$ cat src/rtl/stack_sequencer.sv
`default_nettype none
// +---------------------------------------------------------------------------+
// | stack_sequencer: PUSH/POP/CALL/RET sequencer for the RNBIP-2 data memory  |
// | Revision: 1.0                                                             |
// +---------------------------------------------------------------------------+
module stack_sequencer #(
  parameter logic [7:0] SP_RESET    = 8'hFF,
  parameter logic [7:0] STACK_LIMIT = 8'hC0
) (
  input  logic       clk,
  input  logic       rst,
  input  logic       op_valid,
  input  logic [1:0] op_code,
  output logic       op_ready,
  input  logic [7:0] rn_in,
  input  logic [7:0] npc_in,
  input  logic [7:0] target_in,
  input  logic [7:0] mem_dout,
  output logic       mem_wr,
  output logic       s20,
  output logic       s50,
  output logic [7:0] sp_out,
  output logic       rn_load,
  output logic [7:0] rn_data,
  output logic       pc_load,
  output logic [7:0] pc_data,
  output logic       ovf,
  output logic       unf
);

  localparam logic [1:0] S_IDLE    = 2'd0;
  localparam logic [1:0] S_PUSH_W  = 2'd1;
  localparam logic [1:0] S_POP_INC = 2'd2;
  localparam logic [1:0] S_POP_RD  = 2'd3;

  localparam logic [1:0] OP_PUSH = 2'b00;
  localparam logic [1:0] OP_POP  = 2'b01;
  localparam logic [1:0] OP_CALL = 2'b10;
  localparam logic [1:0] OP_RET  = 2'b11;

  localparam logic [7:0] SP_FULL = STACK_LIMIT - 8'd1;

  logic [1:0] state_q, state_d;
  logic [7:0] sp_q, sp_d;
  logic [1:0] op_q, op_d;
  logic [7:0] rn_q, rn_d;
  logic [7:0] npc_q, npc_d;
  logic [7:0] tgt_q, tgt_d;
  logic       ovf_q, ovf_d;
  logic       unf_q, unf_d;

  logic w_full;
  logic w_empty;

  assign w_full   = (sp_q == SP_FULL);
  assign w_empty  = (sp_q == SP_RESET);
  assign op_ready = (state_q == S_IDLE) && !rst;

  always_comb begin
    state_d = state_q;
    sp_d    = sp_q;
    op_d    = op_q;
    rn_d    = rn_q;
    npc_d   = npc_q;
    tgt_d   = tgt_q;
    ovf_d   = ovf_q;
    unf_d   = unf_q;
    case (state_q)
      S_IDLE: begin
        if (op_valid && op_ready) begin
          op_d  = op_code;
          rn_d  = rn_in;
          npc_d = npc_in;
          tgt_d = target_in;
          // op_code[0]==0 selects the writing ops (PUSH/CALL)
          if (!op_code[0]) begin
            if (w_full) ovf_d = 1'b1;
            else        state_d = S_PUSH_W;
          end else begin
            if (w_empty) unf_d = 1'b1;
            else         state_d = S_POP_INC;
          end
        end
      end
      S_PUSH_W: begin
        sp_d    = sp_q - 8'd1;
        state_d = S_IDLE;
      end
      S_POP_INC: begin
        sp_d    = sp_q + 8'd1;
        state_d = S_POP_RD;
      end
      default: state_d = S_IDLE;
    endcase
  end

  always_ff @(posedge clk) begin
    if (rst) begin
      state_q <= S_IDLE;
      sp_q    <= SP_RESET;
      op_q    <= 2'b00;
      rn_q    <= 8'h00;
      npc_q   <= 8'h00;
      tgt_q   <= 8'h00;
      ovf_q   <= 1'b0;
      unf_q   <= 1'b0;
    end else begin
      state_q <= state_d;
      sp_q    <= sp_d;
      op_q    <= op_d;
      rn_q    <= rn_d;
      npc_q   <= npc_d;
      tgt_q   <= tgt_d;
      ovf_q   <= ovf_d;
      unf_q   <= unf_d;
    end
  end

  // Write data reaches memory through the s50 mux, so the latched copies have no local reader.
  logic unused_operands;
  assign unused_operands = ^{rn_q, npc_q};

  always_comb begin
    mem_wr  = 1'b0;
    s20     = 1'b0;
    s50     = 1'b0;
    rn_load = 1'b0;
    rn_data = 8'h00;
    pc_load = 1'b0;
    pc_data = 8'h00;
    case (state_q)
      S_PUSH_W: begin
        mem_wr = 1'b1;
        s20    = 1'b1;
        s50    = (op_q == OP_PUSH);
        if (op_q == OP_CALL) begin
          pc_load = 1'b1;
          pc_data = tgt_q;
        end
      end
      S_POP_RD: begin
        s20 = 1'b1;
        if (op_q == OP_POP) begin
          rn_load = 1'b1;
          rn_data = mem_dout;
        end
        if (op_q == OP_RET) begin
          pc_load = 1'b1;
          pc_data = mem_dout;
        end
      end
      default: ;
    endcase
  end

  assign sp_out = sp_q;
  assign ovf    = ovf_q;
  assign unf    = unf_q;

endmodule
`default_nettype wire
$ cat config.mk
export PLATFORM = sky130hd
export DESIGN_NAME = stack_sequencer
export DESIGN_NICKNAME = d
export VERILOG_FILES = /design/src/rtl/stack_sequencer.sv
export SDC_FILE = /design/constraint.sdc
export NUM_CORES = 1
export LEC_CHECK = 0
export CAP_MARGIN = 5
export CORE_UTILIZATION = 30
export CTS_CLUSTER_SIZE = 16
export DETAILED_ROUTE_END_ITERATION = 10
export SYNTH_ARGS = -nofsm -noshare
export SYNTH_HDL_FRONTEND = slang
export SYNTH_SLANG_ARGS = --single-unit
$ cat constraint.sdc
create_clock -name clk -period 4.6 [get_ports clk]
set_input_delay 0.46 -clock clk [delete_from_list [all_inputs] [get_ports clk]]
set_output_delay 0.46 -clock clk [all_outputs]
set_load 0.03 [all_outputs]
==> run summary <==
Slew Limit Headroom = 50.69%
ys async rst share = 0%
Synth Register Bits = 22
CTS Root Cell = clkbuf_8
status = completed
first-pass GRT wire length = 4788 um
WP data arrival = 2.31 ns
core area = 0.004144 mm2
utilization after layout = 46.98%
library cells used by synthesis = 36
crit path from = rst
Syn Area/Cell = 8.099 um2
hold path start = tgt_q[6]$_SDFFE_PP0P_
Post-Syn Area = 0.001336 mm2
final hold viol count = 0
crit end category = primary output
1st-iter DRT viols = 35
drt wl/cell = 11.29 um
Peak supply drop = 0.3320 mV
Final Cycle Share = 60.22%
Initial Util = 32.25%
GPL Wtd Cong = 0.7970
Syn Inst Count = 165
crit-path max FO = 23
Syn Nets = 213
hold_buf cts = 0
post-synthesis sequential area ratio = 32.96%
clock sinks = 22
DP HPWL = 2323 um
ratio of cells with drive above 1 in the final layout = 4.673%
vias per cell = 4.818
most common library cell in the layout ignoring fill and taps = clkdlybuf4s50_1
total gr overflow = 0
fin nets = 263
number of flops mapped to enable cells by yosys = 0
Max-Cap Viols = 0
Ys Warns = 0
CP Data Required Time = 4.14 ns
met3 Usage GRT = 2.467%
Tmin final = 2.770 ns
clk buf depth = 2
DRC errors left = 0
hold_ws = 0.4722 ns
Post-CTS Resized = 0
routing usage on met2 = 22.06%
DRT antenna net count = 0
RSZ-0062 raised after global routing = false
most frequent cells in the layout = 52 x clkdlybuf4s50_1, 22 x dfxtp_1, 15 x nand2_1, 14 x o21ai_0, 13 x a21oi_1
Reg clk slew, reported paths = 0.08 ns
vias in the first global route = 1,093
GR peak layer = met2
Tightest Hold Check Type = reg -> reg
leakage dissipation = 0.7404 nW
largest net degree at the start of global routing = 24
drt first pass iters = 4
H-Tree Depth = 1
setup violators final = 0
CTS tree = built
via count = 1,272
clock latency on the worst-skew pair = 0.26 ns
WL final = 2981 um
Max Freq = 361.0 MHz
Die Wd = 68.74 um
synthesis-to-layout area growth = 45.69%
port bufs = 52
GRT Overall Usage = 13.27%
met1 Usage GRT = 17.40%
Worst setup SP type = input port
TNS Setup = 0 ns
class of the most critical setup path = in -> out
cell area power density = 613.2 mW/mm2
worst-margin pin slew = 0.7373 ns
Die ar. = 0.004725 mm2
total CTS buffers = 3
n_diodes = 0
Clock Skew = 0.003749 ns
initial antenna violation count = 0
Rows = 23
I/O pin total = 69
reg-to-reg startpoint = state_q[0]$_SDFFE_PP0P_
final-report max-slew violation count = 0
setup bufs post-CTS = 0
die span in y = 68.74 um
top_reg_cell synth = dfxtp_1
-- synthesized netlist by cell type (2+ instances only) --
master	n	share of area, %
nor3_1	5	1.9
inv_1	7	2.0
clkbuf_1	6	1.7
ha_1	10	9.4
and2_1	9	4.2
xnor2_1	4	2.6
nand2b_1	11	5.2
a21oi_1	13	4.9
dfxtp_1	22	33
a211oi_1	2	1.1
xor2_1	2	1.3
a22o_1	8	5.2
nand2_1	15	4.2
nor2_1	9	2.5
o21ai_0	14	5.2
o21ai_1	4	1.5
or2_2	4	1.9
nor2b_1	2	0.94
-- critical path, stage by stage --
cell             delay, ns
clkdlybuf4s50_1       0.79
nor2b_1               0.35
clkdlybuf4s50_1       0.71
-- logic make-up (layout without fill, tap and decap cells) --
family,Yosys count,in the layout,share of synthesized area [%]
compound gates,50,50,23.88
xor+xnor,6,6,3.933
fa+ha+maj,11,11,10.86
buf+inv,14,63,4.026
flops,22,22,32.96
simple gates,62,62,24.34
-- registers in the layout, indices dropped and copies added, names as in the netlist --
register	cells
state_q	2
tgt_q	8
ovf	1
op_q	2
sp_out	8
unf	1
-- per-stage QoR --
stage / power [mW] / instances / cell area, um2 / worst slack (ns)
after floorplan: 0.8545 / 165 / 1336 / 2.156
after global placement: 1.060 / 260 / 1892 / 1.797
after detailed placement: 1.061 / 260 / 1892 / 1.774
after CTS: 1.209 / 264 / 1947 / 1.768
after global routing: 1.315 / 264 / 1947 / 1.654
final: 1.194 / 264 / 1947 / 1.830
-- path summary, 6_finish.rpt --
check / slack [ns] / cells past startpoint / endpoint
max: 1.83 / 3 / op_ready
max reg2reg: 1.87 / 9 / sp_out[7]$_SDFFE_PP1P_
min reg2reg: 0.47 / 2 / tgt_q[6]$_SDFFE_PP0P_
min: 0.47 / 2 / tgt_q[6]$_SDFFE_PP0P_
-- layer usage --
layer	part of all wire [%]	wire length (um)
met1	48	1441
met2	41	1225
met3	9.7	289
met4	0.84	25
met5	0	0
-- final cells by class --
type                            instances  area [um2]
Clock buffer                            4       55.05
Fill cell                             433        2197
Tap cell                               50       62.56
Inverter                                7       26.28
Sequential cell                        22       440.4
Multi-Input combinational cell        129       842.1
Timing Repair Buffer                   52       520.5
-- where the power goes --
part	internal, mW	total, mW	switching, mW
Sequential	0.250	0.310	0.0603
Combinational	0.327	0.744	0.417
Clock	0.0763	0.140	0.0638
Note: power is estimated with default switching activity, not from simulation.
